===== src/rtl/div_iter.sv =====
// Iterative radix-2 restoring divider: signed/unsigned DIV/REM, 64-bit and 32-bit word forms. Optional `DIV_ZERO_BYPASS_EN.
// Latency: data_ok rises N+2 cycles after the accept edge (N = 64, or 32 in word mode); 2 cycles for special cases with bypass.
// Backpressure: requester holds valid until data_ok; dropping valid mid-calculation aborts, dropping it in DONE releases the result.
module div_iter #(
    parameter int XLEN = 64
) (
    input  logic            clk,
    input  logic            resetn,
    input  logic            valid,
    input  logic [XLEN-1:0] a,
    input  logic [XLEN-1:0] b,
    input  logic            is_signed,
    input  logic            word,
    output logic [XLEN-1:0] quot,
    output logic [XLEN-1:0] rem,
    output logic            data_ok,
    output logic            busy
);

    typedef enum logic [1:0] {IDLE, CALC, FIX, DONE} state_t;

    state_t          state;
    logic [6:0]      cnt;
    logic [XLEN-1:0] tag_a;
    logic [XLEN-1:0] tag_b;
    logic            tag_signed;
    logic            tag_word;
    logic [XLEN-1:0] rem_w;
    logic [XLEN-1:0] q_w;
    logic [XLEN-1:0] dvs;
    logic            neg_q;
    logic            neg_r;
    logic            spec_dz;
    logic            spec_ov;

    // Request decode: operand signs, magnitudes and special-case detection
    logic            sa;
    logic            sb;
    logic [XLEN-1:0] a_neg;
    logic [XLEN-1:0] b_neg;
    logic [XLEN-1:0] abs_a;
    logic [XLEN-1:0] abs_b;
    logic [XLEN-1:0] dvd_load;
    logic            b_zero;
    logic            ovf;
    logic            req_match;
    logic            accept;

    // Decode the incoming request; word-mode dividend is parked in the top half so 32 shifts consume it
    always_comb begin
        sa       = is_signed & (word ? a[31] : a[XLEN-1]);
        sb       = is_signed & (word ? b[31] : b[XLEN-1]);
        a_neg    = -a;
        b_neg    = -b;
        abs_a    = word ? {32'b0, (sa ? a_neg[31:0] : a[31:0])} : (sa ? a_neg : a);
        abs_b    = word ? {32'b0, (sb ? b_neg[31:0] : b[31:0])} : (sb ? b_neg : b);
        dvd_load = word ? {abs_a[31:0], 32'b0} : abs_a;
        b_zero   = word ? (b[31:0] == 32'b0) : (b == '0);
        ovf      = is_signed & (word ? ((a[31:0] == 32'h8000_0000) && (b[31:0] == 32'hFFFF_FFFF))
                                     : ((a == 64'h8000_0000_0000_0000) && (b == {XLEN{1'b1}})));
        req_match = (a == tag_a) && (b == tag_b) && (is_signed == tag_signed) && (word == tag_word);
        accept    = valid && ((state == IDLE) || ((state == DONE) && !req_match));
    end

    // One restoring step: shift {rem, quot} left, trial-subtract the divisor
    logic [XLEN:0]   shifted;
    logic            trial_neg;
    logic [XLEN-1:0] trial_sub;

    // Trial subtraction; a negative result keeps the shifted remainder
    always_comb begin
        shifted   = {rem_w, q_w[XLEN-1]};
        trial_neg = shifted < {1'b0, dvs};
        trial_sub = shifted[XLEN-1:0] - dvs;
    end

    // Sign fix-up and special-result substitution applied in FIX
    logic [XLEN-1:0] q_raw;
    logic [XLEN-1:0] q_sgn;
    logic [XLEN-1:0] r_sgn;
    logic [XLEN-1:0] a_sx;
    logic [XLEN-1:0] q_fin;
    logic [XLEN-1:0] r_fin;

    // Build final quotient/remainder from the magnitudes and recorded signs
    always_comb begin
        q_raw = tag_word ? {32'b0, q_w[31:0]} : q_w;
        q_sgn = neg_q ? -q_raw : q_raw;
        r_sgn = neg_r ? -rem_w : rem_w;
        a_sx  = tag_word ? {{32{tag_a[31]}}, tag_a[31:0]} : tag_a;
        if (spec_dz) begin
            q_fin = {XLEN{1'b1}};
            r_fin = a_sx;
        end else if (spec_ov) begin
            q_fin = a_sx;
            r_fin = '0;
        end else if (tag_word) begin
            q_fin = {{32{q_sgn[31]}}, q_sgn[31:0]};
            r_fin = {{32{r_sgn[31]}}, r_sgn[31:0]};
        end else begin
            q_fin = q_sgn;
            r_fin = r_sgn;
        end
    end

    // Control FSM with datapath registers; accept is shared by IDLE and back-to-back DONE
    always_ff @(posedge clk or negedge resetn) begin
        if (!resetn) begin
            state      <= IDLE;
            cnt        <= '0;
            tag_a      <= '0;
            tag_b      <= '0;
            tag_signed <= 1'b0;
            tag_word   <= 1'b0;
            rem_w      <= '0;
            q_w        <= '0;
            dvs        <= '0;
            neg_q      <= 1'b0;
            neg_r      <= 1'b0;
            spec_dz    <= 1'b0;
            spec_ov    <= 1'b0;
            quot       <= '0;
            rem        <= '0;
            data_ok    <= 1'b0;
            busy       <= 1'b0;
        end else if (accept) begin
            tag_a      <= a;
            tag_b      <= b;
            tag_signed <= is_signed;
            tag_word   <= word;
            rem_w      <= '0;
            q_w        <= dvd_load;
            dvs        <= abs_b;
            neg_q      <= sa ^ sb;
            neg_r      <= sa;
            spec_dz    <= b_zero;
            spec_ov    <= ovf;
            cnt        <= word ? 7'd32 : 7'd64;
            data_ok    <= 1'b0;
            busy       <= 1'b1;
`ifdef DIV_ZERO_BYPASS_EN
            state      <= (b_zero || ovf) ? FIX : CALC;
`else
            state      <= CALC;
`endif
        end else begin
            case (state)
                IDLE: begin
                    state <= IDLE;
                end
                CALC: begin
                    if (!valid) begin
                        state <= IDLE;
                        busy  <= 1'b0;
                    end else begin
                        rem_w <= trial_neg ? shifted[XLEN-1:0] : trial_sub;
                        q_w   <= {q_w[XLEN-2:0], ~trial_neg};
                        cnt   <= cnt - 7'd1;
                        if (cnt == 7'd1) begin
                            state <= FIX;
                        end
                    end
                end
                FIX: begin
                    busy <= 1'b0;
                    if (!valid) begin
                        state <= IDLE;
                    end else begin
                        quot    <= q_fin;
                        rem     <= r_fin;
                        data_ok <= 1'b1;
                        state   <= DONE;
                    end
                end
                DONE: begin
                    if (!valid) begin
                        data_ok <= 1'b0;
                        state   <= IDLE;
                    end
                end
                default: begin
                    state <= IDLE;
                end
            endcase
        end
    end

endmodule


===== config.mk =====
export PLATFORM = sky130hd
export DESIGN_NAME = div_iter
export DESIGN_NICKNAME = d
export VERILOG_FILES = /design/src/rtl/div_iter.sv
export SDC_FILE = /design/constraint.sdc
export NUM_CORES = 2
export LEC_CHECK = 0
export CAP_MARGIN = 20
export CORE_ASPECT_RATIO = 0.6
export CORE_MARGIN = 5
export CORE_UTILIZATION = 55
export CTS_CLUSTER_SIZE = 16
export DETAILED_ROUTE_END_ITERATION = 8
export GPL_TIMING_DRIVEN = 0
export PLACE_DENSITY = 0.73
export SLEW_MARGIN = 20
export SYNTH_ARGS = -nofsm -noshare
export SYNTH_HDL_FRONTEND = slang
export SYNTH_SLANG_ARGS = --single-unit

===== constraint.sdc =====
create_clock -name clk -period 5.6 [get_ports clk]
set_input_delay 0.56 -clock clk [delete_from_list [all_inputs] [get_ports clk]]
set_output_delay 0.56 -clock clk [all_outputs]
set_load 0.01 [all_outputs]

After elaboration in Yosys (flattened, before gate mapping):

Index checks and enable logic that the tools add are counted.

* flip-flop bits (word level): 465
* input bits: 133
* output and inout bits: 130
* word-level logic and storage cells: 111

* add/subtract/negate cells: 6
* order comparisons: 1
* eq/ne operators: 16
* muxes and demuxes: 44
* bitwise gates (word level): 6
* reductions and logical operators: 21

Operators with widths (number)
* 2-to-1 mux 64 bit: 22
* negator 64 bit: 4
* == test 64 bit: 2
* == test 64 bit (second input constant): 2
* less-than comparator 65 x 64 -> 1 bit: 1
* == test 32 bit (second input constant): 2
* logical NOT 64 bit: 1
* 2-to-1 mux 32 bit: 2
* subtractor 64 bit: 1
* logical NOT 32 bit: 1
* 2-to-1 mux 7 bit: 4
* 2-to-1 mux 2 bit: 5
* != test 3 bit (second input constant): 3
* 2-to-1 mux 1 bit: 8
* case mux 2 bit (4 select lines): 1
* == test 7 x 1 -> 1 bit (second input constant): 1
* logical AND 1 bit: 7
* subtractor 7 x 1 -> 7 bit (second input constant): 1
* AND reduction 2 bit: 3
* AND reduction 3 bit: 2
* nonzero test 3 bit: 2
* == test 2 bit (second input constant): 2
* != test 4 bit (second input constant): 1
* case mux 1 bit (2 select lines): 2
* 9 further kinds: 14

Longest topological paths before layout:

* depth in word-level cells: 10
* depth in mapped cells: 16
* depth with buffers taken out: 13

Worst setup path after synthesis:

No wires, ideal clock.

* kind: in2reg
* from: in a[48]
* to: reg spec_ov
* library setup time: 0.068 ns
* arrival time: 3.444 ns
* data required time: 5.532 ns
* path slack: 2.088 ns
* stages on the path: 10
* buffers on the path: 1
* path through: buf_4 > nor4_4 > or3b_1 > or4_4 > or3_4 > or4_4 > or3_1 > o32a_1 > nor2_1 > a32o_1

* word-level cells in the longest chain between the ends: 8
* elaborated cells between the ends (all ways): 12
* those cells by class: 2 x eq/ne; 1 x mux; 1 x bitwise; 8 x reduce/logical

Ends and longest elaborated chain
* start, declared: line 10 `input logic [XLEN-1:0] a,`
* == test 64 bit: line 61 `req_match = (a == tag_a) && (b == tag_b) && (is_signed == tag_signed) && (word == tag_word);`
* logical AND 1 bit (3 in series): line 61
* logical NOT 1 bit: line 62 `accept = valid && ((state == IDLE) || ((state == DONE) && !req_match));`
* logical AND 1 bit: line 62
* logical OR 1 bit: line 62
* logical AND 1 bit: line 62
* end signal, assigned: line 137 `spec_ov <= ovf;`
* end, declared: line 34 `logic spec_ov;`

Several ways; a longest one is shown, not always the timed one.
A chain may end at the register's enable or synchronous reset.

Worst setup path in the final report:

* from: in a[36]
* to: reg rem[28]

* word-level cells in the longest chain between the ends: 10

Ends and longest elaborated chain
* == test 64 bit: line 61
* logical AND 1 bit (3 in series): line 61
* logical NOT 1 bit: line 62
* logical AND 1 bit: line 62
* logical OR 1 bit: line 62
* logical AND 1 bit: line 62
* inverter 1 bit (no source line)
* AND reduction 3 bit (no source line)
* end signal, assigned: line 170 `rem <= r_fin;`
* end, declared: line 15 `output logic [XLEN-1:0] rem,`

Every way passes these cells.

==> results.py <==
metrics = {
    "run_status": {
        "status": "finished, violations left",
        "violations": "setup timing",
    },
    "timing": {
        "skew_ns": 0.0214,
        "worstMarginPinSlew_ns": 1.27,
        "layout_setup_ws_ns": -0.391,
        "period_share": 1.07,
        "max_freq_ghz": 0.167,
        "max_slew_margin": 0.146,
        "setup_viol": 45,
        "timing.final.crit_period_ns": 5.99,
        "rsz0062_at_grt": "yes",
        "hold_violations": 0,
        "maxSlewViolCount": 0,
    },
    "worst_setup_path": {
        "worstPathCellList": "clkdlybuf4s50_1 -> xnor2_1 -> nand4_1 -> nor4_1 -> nand4_1 -> o41a_1 -> nor3_1 -> nand2_1 -> clkbuf_1 -> clkbuf_1 -> a221oi_1 -> nor2_1",
        "start_kind": "primary input",
        "cp_slowest_stage_delay_ns": 0.89,
        "worstPathRequired_ns": 6.07,
        "crit_path_end_kind": "flop",
        "critical-path-top-delay-family": "simple AND/OR/NAND/NOR gates",
        "crit_type": "in -> reg",
        "slowest_stage": "a221oi_1",
        "path_max_fanout": 10,
        "cp.buffers_inverters": 3,
        "arrival_ns": 6.46,
    },
    "synth": {
        "yosys.area.top_type": "dfrtp_1",
        "syn-num-nets": 4146,
        "synth-seq-area-share": 0.369,
        "synth_top_area_frac": 0.369,
        "synth_area_mm2": 0.0315,
        "synth_warnings": 0,
        "synth_enable_flop_cells": 0,
        "synthMostInstantiatedCell": "nand2_1",
        "async_flop_share": 1.00,
        "yosys-top-cells-area": "dfrtp_1 37%, nand2_1 7.9%, xnor2_1 7.5%",
        "ys.flop_type": "dfrtp_1",
        "synth_area_per_cell_um2": 7.99,
        "ys_seq_elements": 464,
        "synthCells": 3937,
        "synth_common_cells": "664 x nand2_1, 464 x dfrtp_1, 360 x nor2_1, 344 x o21ai_0, 271 x xnor2_1",
        "synth_cell_type_count": 83,
    },
    "layout": {
        "syn_to_final_growth_pct": 15.1,
        "fin_area_mm2": 0.0362,
        "nets": 4400,
        "fill_cells": 4969,
        "layout-drive-gt1-share": 0.0322,
    },
    "route": {
        "ant_nets": 0,
        "vias_per_cell": 6.77,
        "drt_wl_total_um": 148000,
        "drc": 0,
        "drt-pass1-iter-count": 7,
        "drt_iter0_drc": 5922,
        "routedWlPerCell_um": 29.7,
        "vias": 33800,
    },
    "clock_tree": {
        "cts_root_buf": "clkbuf_16",
        "cts_tree": "built",
        "numCtsBuffers": 47,
        "clock_sinks": 464,
        "cts_buffer_depth": 3,
        "clk_pin_slew_ns": 0.06,
        "worstSkewPairLatency_ns": 0.63,
        "h-tree-depth": 2,
        "postCtsSetupRepairBufs": 0,
    },
    "floorplan": {
        "io_pins": 263,
        "fp.dieArea_mm2": 0.0623,
        "die_w_um": 319,
        "num_rows": 67,
        "core_mm2": 0.0563,
        "die_h_um": 195,
        "initial_core_util": 0.559,
    },
    "power_and_ir_drop": {
        "peakVddDrop_mv": 0.373,
        "p_leak_nw": 15.9,
        "p_per_area_mw_per_mm2": 500,
    },
    "placement": {
        "dp_slack_ns": -0.510,
        "placedInstanceArea_mm2": 0.0346,
        "dp_hpwl_um": 117000,
        "port_buffers": 200,
        "gp_congestion": 1.11,
    },
    "global_routing": {
        "grtUsageTotal": 0.456,
        "antenna_found_initial": 17,
        "first_global_vias": 30300,
        "grt_max_degree": 100,
        "grt_overflow": 0,
        "grt_first_pass_wirelength_um": 211000,
    },
    "hold_path": {
        "min-delay-path-class": "in -> reg",
    },
    "run": {
        "drv_cap": 0,
    },
}
[cell families (layout without fill, tap and decap cells)]
logic type                 Yosys count  after routing  synth area share
AOI/OAI and AO/OA                 1027           1027             0.201
xor gates and xnor gates           428            428             0.119
adders and majority gates           76             76            0.0305
buffers and inverters              439            725            0.0530
DFF                                464            464             0.369
muxes                               78             78            0.0252
other                                0              7                 0
and+or+nand+nor                   1425           1425             0.202
[worst reg2reg max path: stages (launching register included)]
cell and delay [ns]:
dfrtp_1 0.48, xnor2_1 0.54, nand4_1 0.27, nor4_1 0.60, nand4_1 0.17, o41a_1 0.61
nor3_1 0.41, nand2_1 0.55, clkbuf_1 0.49, clkbuf_1 0.51, a221oi_1 0.91, nor2_1 0.08
[report_power, final]
part	switching, mW	total (mW)	internal [mW]	leakage (nW)
Combinational	5.78	8.82	3.04	9.09
Sequential	1.39	5.90	4.52	5.99
Clock	1.51	3.39	1.87	0.773
[registers in the layout, summed over array words and instances (netlist names)]
name	cells
neg_q	1
spec_dz	1
tag_b	64
tag_a	64
spec_ov	1
data_ok	1
cnt	7
q_w	64
rem_w	64
busy	1
state	2
neg_r	1
quot	64
rem	64
tag_word	1
dvs	63
tag_signed	1
[worst paths after layout]
path | cells after the start | startpoint | slack [ns] | to
setup / recovery | 12 | a[36] | -0.39 | rem[28]
hold / removal | 3 | a[47] | 0.20 | tag_a[47]
setup reg to reg | 11 | tag_a[7] | -0.16 | rem[28]
hold reg to reg | 2 | quot[31] | 0.47 | quot[31]
max in group asynchronous | 4 | resetn | 3.93 | quot[9]
min in group asynchronous | 2 | resetn | 0.37 | dvs[56]
[through the flow]
| step | std cells | hold slack [ns] | power [mW] | setup TNS (ns) | util |
|---|---|---|---|---|---|
| 2_1_floorplan | 3937 | 0.264 | 10.5 | 0 | - |
| 5_1_grt | 4982 | 0.238 | 18.7 | -0.215 | 0.643 |
| 3_3_place_gp | 4896 | 0.451 | 14.0 | -7942.29 | 0.612 |
| 6_report | 4989 | 0.198 | 18.1 | -5.18 | 0.644 |
| 3_5_place_dp | 4901 | 0.426 | 14.1 | -18.07 | 0.615 |
| 4_1_cts | 4983 | 0.188 | 17.5 | 0 | 0.643 |
[layer usage]
metal / GRT usage / part of all wire / vias to the layer above
met2: 0.571 / 0.36 / 2863
li1: - / - / 14300
met4: 0.130 / 0.037 / 28
met3: 0.267 / 0.20 / 385
met1: 0.654 / 0.40 / 16200
met5: 0.00536 / 0.0015 / -
[placed cells by master (no fill, tap or decap), types with 10 or more instances in the layout]
cell type / instances
o21ai_0: 344
clkdlybuf4s50_1: 199
a221oi_1: 49
a211oi_1: 22
inv_1: 151
nor2b_1: 11
nor3_1: 56
nor4_1: 50
nand3_1: 46
o21bai_1: 14
or3_1: 53
nand2_1: 664
xor2_1: 157
o22ai_1: 33
clkbuf_1: 271
nor2_1: 360
xnor2_1: 270
clkbuf_8: 11
and3_1: 15
a2111oi_0: 29
mux2i_1: 69
a21oi_1: 252
a21o_1: 33
buf_1: 13
o31ai_1: 76
nand2b_1: 24
a31oi_1: 47
o41ai_1: 18
clkbuf_16: 49
o211ai_1: 20
or4_1: 19
or2_2: 10
nand4_1: 61
dfrtp_1: 464
and2_1: 14
ha_1: 75
[final cells by class]
| cell class | instances | area (um^2) | area share |
|---|---|---|---|
| Antenna cell | 7 | 17.5 | 0.000484 |
| Buffer | 287 | 1100 | 0.0304 |
| Clock buffer | 67 | 1400 | 0.0388 |
| Clock inverter | 14 | 155 | 0.00428 |
| Inverter | 151 | 567 | 0.0157 |
| Multi-Input combinational cell | 3034 | 18300 | 0.504 |
| Sequential cell | 464 | 11600 | 0.321 |
| Tap cell | 759 | 950 | 0.0262 |
| Timing Repair Buffer | 206 | 2150 | 0.0595 |
[repair_timing]
| item | 4_1_cts | 5_1_grt |
|---|---|---|
| resized for setup | 0 | 9 |
| hold endpoints to repair | 16 | 0 |
| setup endpoints to repair | 0 | 69 |
| hold buffers | 1 | 0 |
Note: power is estimated with default switching activity, not from simulation.
